--- src/rtl/video_pattern_stage.sv ---
// video_pattern_stage: per-pixel pattern source / overlay between the video source mux and the HDMI encoder.
// Latency: LATENCY enabled cycles for rgb, blanking and syncs alike; mode_o is not delayed.
// Backpressure: none; cen_i=0 freezes every register (video clock enable, no ready path).
// Ports: clk_i, rst_n_i (async active-low); cen_i clock enable; mode_i requested mode (0 pass,
//   1 solid, 2 bars, 3 box), taken only on a Vblank rising edge; vid_rgb_i/vh_blank_i/dvh_sync_i
//   video in; vid_rgb_o/vh_blank_o/dvh_sync_o delayed video out; mode_o mode currently in effect.
// Build option: define VIDEO_PATTERN_BOX_EN to include the mode-3 moving inverted box overlay;
//   without it mode 3 passes video through unchanged (mode_o still reports 3).
module video_pattern_stage #(
  parameter int          H_ACTIVE  = 1280,
  parameter int          V_ACTIVE  = 720,
  parameter int          LATENCY   = 2,
  parameter logic [23:0] SOLID_RGB = 24'hD0_10_80,
  parameter int          BOX_SIZE  = 64,
  parameter int          BOX_STEP  = 4,
  parameter int          BOX_Y     = 328
) (
  input  logic        clk_i,
  input  logic        rst_n_i,
  input  logic        cen_i,
  input  logic [1:0]  mode_i,
  input  logic [23:0] vid_rgb_i,
  input  logic [1:0]  vh_blank_i,
  input  logic [2:0]  dvh_sync_i,
  output logic [23:0] vid_rgb_o,
  output logic [1:0]  vh_blank_o,
  output logic [2:0]  dvh_sync_o,
  output logic [1:0]  mode_o
);

  localparam int BAR_W = H_ACTIVE / 8;
  localparam int PXW   = (BAR_W > 1) ? $clog2(BAR_W) : 1;
  localparam int HW    = $clog2(H_ACTIVE);
  localparam int VW    = $clog2(V_ACTIVE + 1) + 1;
  localparam int BXW   = $clog2(H_ACTIVE + 1);

  localparam bit CFG_OK = (H_ACTIVE % 8 == 0) && (H_ACTIVE >= 8) && (LATENCY >= 1) &&
                          (BOX_SIZE <= H_ACTIVE) && (BOX_Y + BOX_SIZE <= V_ACTIVE) &&
                          (BOX_STEP >= 0);

  generate
    if (!CFG_OK) begin : g_cfg_err
      $error("video_pattern_stage: illegal parameter combination");
    end
  endgenerate

  typedef struct packed {
    logic [23:0] rgb;
    logic [1:0]  blank;
    logic [2:0]  sync;
  } pix_t;

  logic hb, vb, active, frame_edge;
  assign hb     = vh_blank_i[0];
  assign vb     = vh_blank_i[1];
  assign active = (vh_blank_i == 2'b00);

  logic [PXW-1:0] bar_px_q, bar_px_d;
  logic [2:0]     bar_idx_q, bar_idx_d;
  logic           vb_prev_q, vb_prev_d;
  logic [1:0]     mode_q, mode_d;
  logic [23:0]    bar_rgb, px_rgb;
  pix_t           pipe_q [LATENCY];
  pix_t           pipe_d [LATENCY];

  assign frame_edge = vb && !vb_prev_q;

  // Stage 0: bar counters, frame edge and mode register.
  always_comb begin
    bar_px_d  = bar_px_q;
    bar_idx_d = bar_idx_q;
    if (hb) begin
      bar_px_d  = '0;
      bar_idx_d = '0;
    end else if (bar_px_q == PXW'(BAR_W - 1)) begin
      bar_px_d  = '0;
      // Overlong lines stay on the last bar instead of wrapping.
      bar_idx_d = (bar_idx_q == 3'd7) ? bar_idx_q : bar_idx_q + 3'd1;
    end else begin
      bar_px_d  = bar_px_q + PXW'(1);
    end
    vb_prev_d = vb;
    mode_d    = frame_edge ? mode_i : mode_q;
  end

`ifdef VIDEO_PATTERN_BOX_EN
  logic [HW-1:0]  h_cnt_q, h_cnt_d;
  logic [VW-1:0]  v_cnt_q, v_cnt_d;
  logic           hb_prev_q, hb_prev_d;
  logic [BXW-1:0] box_x_q, box_x_d;
  logic           in_box;

  always_comb begin
    h_cnt_d = hb ? '0 : ((h_cnt_q == HW'(H_ACTIVE - 1)) ? h_cnt_q : h_cnt_q + HW'(1));
    // Vblank clear wins over the Hblank-edge increment in the same cycle.
    if (vb)
      v_cnt_d = '0;
    else if (hb && !hb_prev_q)
      v_cnt_d = (v_cnt_q == '1) ? v_cnt_q : v_cnt_q + VW'(1);
    else
      v_cnt_d = v_cnt_q;
    hb_prev_d = hb;
    box_x_d   = box_x_q;
    if (frame_edge)
      box_x_d = (int'(box_x_q) + BOX_SIZE + BOX_STEP > H_ACTIVE) ? '0 : box_x_q + BXW'(BOX_STEP);
  end

  assign in_box = (int'(h_cnt_q) >= int'(box_x_q)) && (int'(h_cnt_q) < int'(box_x_q) + BOX_SIZE) &&
                  (int'(v_cnt_q) >= BOX_Y) && (int'(v_cnt_q) < BOX_Y + BOX_SIZE);

  always_ff @(posedge clk_i or negedge rst_n_i) begin
    if (!rst_n_i) begin
      h_cnt_q   <= '0;
      v_cnt_q   <= '0;
      hb_prev_q <= 1'b0;
      box_x_q   <= '0;
    end else if (cen_i) begin
      h_cnt_q   <= h_cnt_d;
      v_cnt_q   <= v_cnt_d;
      hb_prev_q <= hb_prev_d;
      box_x_q   <= box_x_d;
    end
  end
`endif

  always_comb begin
    bar_rgb = 24'h000000;
    case (bar_idx_q)
      3'd0:    bar_rgb = 24'hFFFFFF;
      3'd1:    bar_rgb = 24'hFFFF00;
      3'd2:    bar_rgb = 24'h00FFFF;
      3'd3:    bar_rgb = 24'h00FF00;
      3'd4:    bar_rgb = 24'hFF00FF;
      3'd5:    bar_rgb = 24'hFF0000;
      3'd6:    bar_rgb = 24'h0000FF;
      default: bar_rgb = 24'h000000;
    endcase
  end

  // Stage 1 pixel function; counters are used before this cycle's update.
  always_comb begin
    px_rgb = vid_rgb_i;
    case (mode_q)
      2'd1:    px_rgb = active ? SOLID_RGB : 24'h000000;
      2'd2:    px_rgb = active ? bar_rgb : 24'h000000;
`ifdef VIDEO_PATTERN_BOX_EN
      2'd3:    px_rgb = (active && in_box) ? ~vid_rgb_i : vid_rgb_i;
`endif
      default: px_rgb = vid_rgb_i;
    endcase
  end

  always_comb begin
    pipe_d[0] = '{rgb: px_rgb, blank: vh_blank_i, sync: dvh_sync_i};
    for (int i = 1; i < LATENCY; i++)
      pipe_d[i] = pipe_q[i-1];
  end

  always_ff @(posedge clk_i or negedge rst_n_i) begin
    if (!rst_n_i) begin
      bar_px_q  <= '0;
      bar_idx_q <= '0;
      vb_prev_q <= 1'b0;
      mode_q    <= 2'd0;
      for (int i = 0; i < LATENCY; i++)
        pipe_q[i] <= '0;
    end else if (cen_i) begin
      bar_px_q  <= bar_px_d;
      bar_idx_q <= bar_idx_d;
      vb_prev_q <= vb_prev_d;
      mode_q    <= mode_d;
      pipe_q    <= pipe_d;
    end
  end

  assign vid_rgb_o  = pipe_q[LATENCY-1].rgb;
  assign vh_blank_o = pipe_q[LATENCY-1].blank;
  assign dvh_sync_o = pipe_q[LATENCY-1].sync;
  assign mode_o     = mode_q;

endmodule

--- config.mk ---
export PLATFORM = sky130hd
export DESIGN_NAME = video_pattern_stage
export DESIGN_NICKNAME = d
export VERILOG_FILES = /design/src/rtl/video_pattern_stage.sv
export SDC_FILE = /design/constraint.sdc
export NUM_CORES = 1
export LEC_CHECK = 0
export BUFFER_PORTS_ARGS = -buffer_cell sky130_fd_sc_hd__buf_2
export CAP_MARGIN = 25
export CORE_MARGIN = 2
export CORE_UTILIZATION = 58
export DETAILED_ROUTE_END_ITERATION = 10
export PLACE_DENSITY = 0.89
export SYNTH_ARGS = -nofsm -noshare
export SYNTH_HDL_FRONTEND = slang
export SYNTH_SLANG_ARGS = --single-unit
--- constraint.sdc ---
create_clock -name clk_i -period 5.19 [get_ports clk_i]
set_input_delay 1.038 -clock clk_i [delete_from_list [all_inputs] [get_ports clk_i]]
set_output_delay 1.038 -clock clk_i [all_outputs]
set_load 0.05 [all_outputs]
### After elaboration in Yosys (flattened, before gate mapping)

Index checks and enable logic that the tools add are counted.

* equal/unequal tests: 11
* bitwise logic cells: 0
* add/sub/neg operators: 2
* shift operators: 0
* divide/modulo/power cells: 0
* magnitude comparators: 0
* multiplexer cells: 9
* reduce and logical (&&, ||, !) cells: 7
* multipliers: 0

Operators with widths (number)
* 24-bit case mux with 7 select lines: 1
* 24-bit 2-to-1 mux: 2
* 24-bit case mux with 2 select lines: 1
* 8-bit 2-to-1 mux: 2
* 3-bit equality test, second input constant: 4
* 3-bit 2-to-1 mux: 3
* 8-bit by 1-bit adder with 8-bit output, second input constant: 1
* 8-bit equality test, second input constant: 1
* 3-bit by 2-bit equality test with 1-bit output, second input constant: 2
* 3-bit by 1-bit adder with 3-bit output, second input constant: 1
* 3-bit by 1-bit equality test with 1-bit output, second input constant: 1
* 3-bit logical NOT: 1
* 3-bit AND reduction: 1
* 2-bit by 1-bit equality test with 1-bit output, second input constant: 1
* 2-bit equality test, second input constant: 1
* 2-bit logical NOT: 1
* 2-bit != test, second input constant: 1
* 2-bit AND reduction: 1
* 2-bit nonzero test: 1
* 1-bit logical AND: 1
* 1-bit logical NOT: 1

* register bits: 72
* memories kept: 0
* output and inout bits: 31
* RAM bits: 0
* input bits: 34
* logic and storage cells: 39
* memory bits (read-only): 0
* latch bits: 0

### Longest topological paths before layout

* depth in word-level cells: 4
* depth in mapped cells: 6
* mapped depth without buffers: 5

### Worst setup path before layout

No wires, ideal clock.

* path kind: reg2reg
* start point: register mode_q[0] (netlist: mode_o[0])
* end point: register pipe_q (netlist bit pipe_d[21])
* required time: 5.108 ns
* setup time: 0.082 ns
* stages on the path, launching flop included: 7
* buffers on the path: 1
* path slack: 3.219 ns
* arrival time: 1.889 ns
* cell sequence: dfrtp_1 -> inv_1 -> ha_1 -> buf_6 -> nor4b_4 -> nand2_1 -> a31oi_1

* word-level cells in the longest chain between the ends: 2
* elaborated cells on any way between the ends: 3
* those cells by class: 2 x eq/ne; 1 x mux

RTL lines
* start: declaration: RTL line 61 `logic [1:0] mode_q, mode_d;`
* start signal: assignment: RTL line 171 `mode_q <= mode_d;`
* 2-bit equality test or 2-bit by 1-bit equality test with 1-bit output (tied branches): RTL line 143 `case (mode_q)`
* 24-bit case mux with 2 select lines (*): RTL line 143
* end signal: assignment: RTL line 172 `pipe_q <= pipe_d;`
* end: declaration: RTL line 63 `pix_t pipe_q [LATENCY];`

Mark *: on every way between the ends. The rest lies on a longest branch, timed or not.
A chain may end at the register's enable or synchronous reset.

### Worst setup path in the final report

* start point: register mode_q[0] (netlist: mode_o[0])
* end point: register pipe_q (netlist bit pipe_d[27])

The elaborated chain is that of the path after synthesis.

==> flow_metrics.env <==
export IMPL_seq_power_share=0.423
export IMPL_areaGrowthSynthToFinish_pct=18.3
export IMPL_multiInputGateArea_um2=1240
export IMPL_ys_flop_type="dfrtp_1"
export IMPL_synth_nets=307
export IMPL_crit_required_ns=5.46
export IMPL_p_clk_frac=0.278
export IMPL_grt_antenna_before_repair=0
export IMPL_path_cells="inv_1 -> ha_1 -> nor4b_1 -> a21oi_1 -> a31oi_1"
export IMPL_rsz0062_at_grt="no"
export IMPL_route_met2_wl_um=3260
export IMPL_final_common_cell="dfrtp_1"
export IMPL_initial_core_util=0.607
export IMPL_worstPathArrival_ns=2.59
export IMPL_seqCellArea_um2=1780
export IMPL_drive_gt1_frac=0.373
export IMPL_clk_latency_ns=0.35
export IMPL_layout_common_cells="dfrtp_1 (71), buf_2 (63), mux2_2 (36)"
export IMPL_dp_hpwl_um=4150
export IMPL_syn_avg_cell_area_um2=11.8
export IMPL_setup_viol=0
export IMPL_cts_repair_resized=0
export IMPL_top_layer_used="met4"
export IMPL_ios=65
export IMPL_power_net_switching_uw=649
export IMPL_finalHoldViolCount=0
export IMPL_met3_length_um=257
export IMPL_synth_edff_count=0
export IMPL_drtPass1Iterations=4
export IMPL_ir_drop_uv=392
export IMPL_gr_total_overflow=0
export IMPL_grt_use_total=0.231
export IMPL_max_freq_ghz=0.430
export IMPL_drc_errors=0
export IMPL_cp_slowest_stage_delay_ns=0.71
export IMPL_synthCells=264
export IMPL_yosysWarnings=0
export IMPL_antenna_cells=0
export IMPL_period_share=0.448
export IMPL_first_global_vias=2224
export IMPL_synth_cell_area_um2=3120
export IMPL_wl_um=6300
export IMPL_clk_pin_slew_worst_paths_ns=0.07
export IMPL_cts_made_buffers=9
export IMPL_drv_slew=0
export IMPL_wl_met1_um=2700
export IMPL_detailedPlace_worstSlack_ns=2.55
export IMPL_die_h_um=77.3
export IMPL_status="finished clean"
export IMPL_seq_area_frac_synth=0.570
export IMPL_async_flop_share=1.00
export IMPL_grt_max_degree=72
export IMPL_rows=26
export IMPL_comb_power_share=0.299
export IMPL_clk_path_buf_depth=2
export IMPL_fin_cells=400
export IMPL_fill_cells=367
export IMPL_fin_setup_tns_ns=0
export IMPL_utilization=0.718
export IMPL_dieArea_um2=5980
export IMPL_io_buffers=64
export IMPL_cell_internal_pwr_mw=1.10
export IMPL_ant_nets=0
export IMPL_yosys_top_cells_area="dfrtp_1 (57%), mux2_2 (13%), ha_1 (3.6%)"
export IMPL_tightest_slew_ns=0.912
export IMPL_viasPerCell=5.51
export IMPL_hold_path_class="reg -> reg"
export IMPL_yosys_area_top_type_share=0.570
export IMPL_nets=369
export IMPL_ctsHoldBuffers=0
export IMPL_grt_pass1_wl_um=10600
export IMPL_synthDistinctLibCells=33
export IMPL_drv_cap=0
export IMPL_leakagePower_nw=1.71
export IMPL_crit_type="reg -> reg"
export IMPL_ys_ff_latch=71
export IMPL_die_w_um=77.3
export IMPL_cts_tree="done"
export IMPL_htreeDepth=3
export IMPL_cts_sink_count=71
export IMPL_timing_final_ws_setup_ns=2.86
export IMPL_coreArea_um2=5140
export IMPL_relSlewSlack=0.392
export IMPL_first_iter_violations=157
export IMPL_pwr_density_cell_nw_per_um2=475
export IMPL_cp_end_kind="flip-flop"
export IMPL_cts_setup_buffers=0
export IMPL_vias=2205
export IMPL_gp_congestion=0.784
export IMPL_swShare=0.370
export IMPL_finalCriticalPeriod_ns=2.33
export IMPL_cpMaxStageDelayCell="nor4b_1"
export IMPL_dp_cells=385
export IMPL_startpoint_type="flip-flop"
export IMPL_post_synth_top_area_cell="dfrtp_1"
export IMPL_crit_path_max_fanout=26
export IMPL_cts_root_buffer="clkbuf_8"
export IMPL_skew_ns=0.00632
export IMPL_wl_per_cell_um=15.7
metal layers:
metal | global-route usage | vias up
li1 | - | 1041
met1 | 0.290 | 1103
met2 | 0.390 | 54
met3 | 0.0647 | 7
met4 | 0.0732 | 0
met5 | 0 | -
power groups by stage:
stage	sequential (mW)	combinational, mW	clock (mW)
finish	0.741	0.524	0.488
global route	0.755	0.561	0.520
CTS	0.740	0.529	0.493
detailed placement	0.749	0.525	0
global placement	0.741	0.510	0
floorplan	0.939	0.197	0
logic make-up (layout without fill, tap and decap cells):
family	after synthesis	in the layout	share of synthesized area
AO/OA/AOI/OAI	46	46	0.100
adder cells (fa/ha/maj)	9	9	0.0361
buffers and inverters	22	88	0.0313
flip-flops	71	71	0.570
multiplexers	39	39	0.140
AND/OR/NAND/NOR	77	77	0.123
cell type report:
cell class,instances,area share
Timing Repair Buffer,65,0.0896
Clock inverter,5,0.0224
Multi-Input combinational cell,171,0.337
Clock buffer,10,0.0373
Inverter,8,0.00814
Sequential cell,71,0.482
Tap cell,70,0.0237
final timing paths:
check	from	cells past startpoint	slack [ns]	to
worst max-delay path	mode_o[0]	5	2.86	pipe_d[27]
worst min-delay path	vid_rgb_o[11]	1	0.50	vid_rgb_o[11]
worst max register to register	mode_o[0]	5	2.86	pipe_d[27]
worst min register to register	vid_rgb_o[11]	1	0.50	vid_rgb_o[11]
max in group asynchronous	rst_n_i	1	3.83	vid_rgb_o[21]
min in group asynchronous	rst_n_i	1	0.79	bar_px_q[7]
per-stage QoR:
stage	power [mW]	hold slack, ns	cell area [µm²]
5_1_grt	1.84	0.522	3690
3_3_place_gp	1.25	0.484	3470
6_report	1.75	0.502	3690
4_1_cts	1.76	0.507	3690
3_5_place_dp	1.27	0.490	3470
2_1_floorplan	1.14	0.475	3120
critical path, delay by kind of cell, from the launching register on:
family          cells  cell delay [ns]
buf+inv             1             0.06
simple gates        1             0.71
flops               1             0.40
fa+ha+maj           1             0.66
compound gates      2             0.41
cells in the mapped netlist (4+ instances only):
master and count:
clkbuf_1 5, mux2_2 36, o21ai_0 4, nand2_1 28, nand3_1 4, nor2b_1 4, a21oi_1 20, a31oi_1 8
buf_2 6, nand4_1 4, ha_1 9, inv_1 8, nor2_1 25, dfrtp_1 71
sequential cells by signal, summed over array words and instances (netlist names):
register	count
dvh_sync_o	3
bar_idx_q	3
pipe_d	28
bar_px_q	8
vh_blank_o	2
vb_prev_q	1
mode_o	2
vid_rgb_o	24
Note: power is estimated with default switching activity, not from simulation.
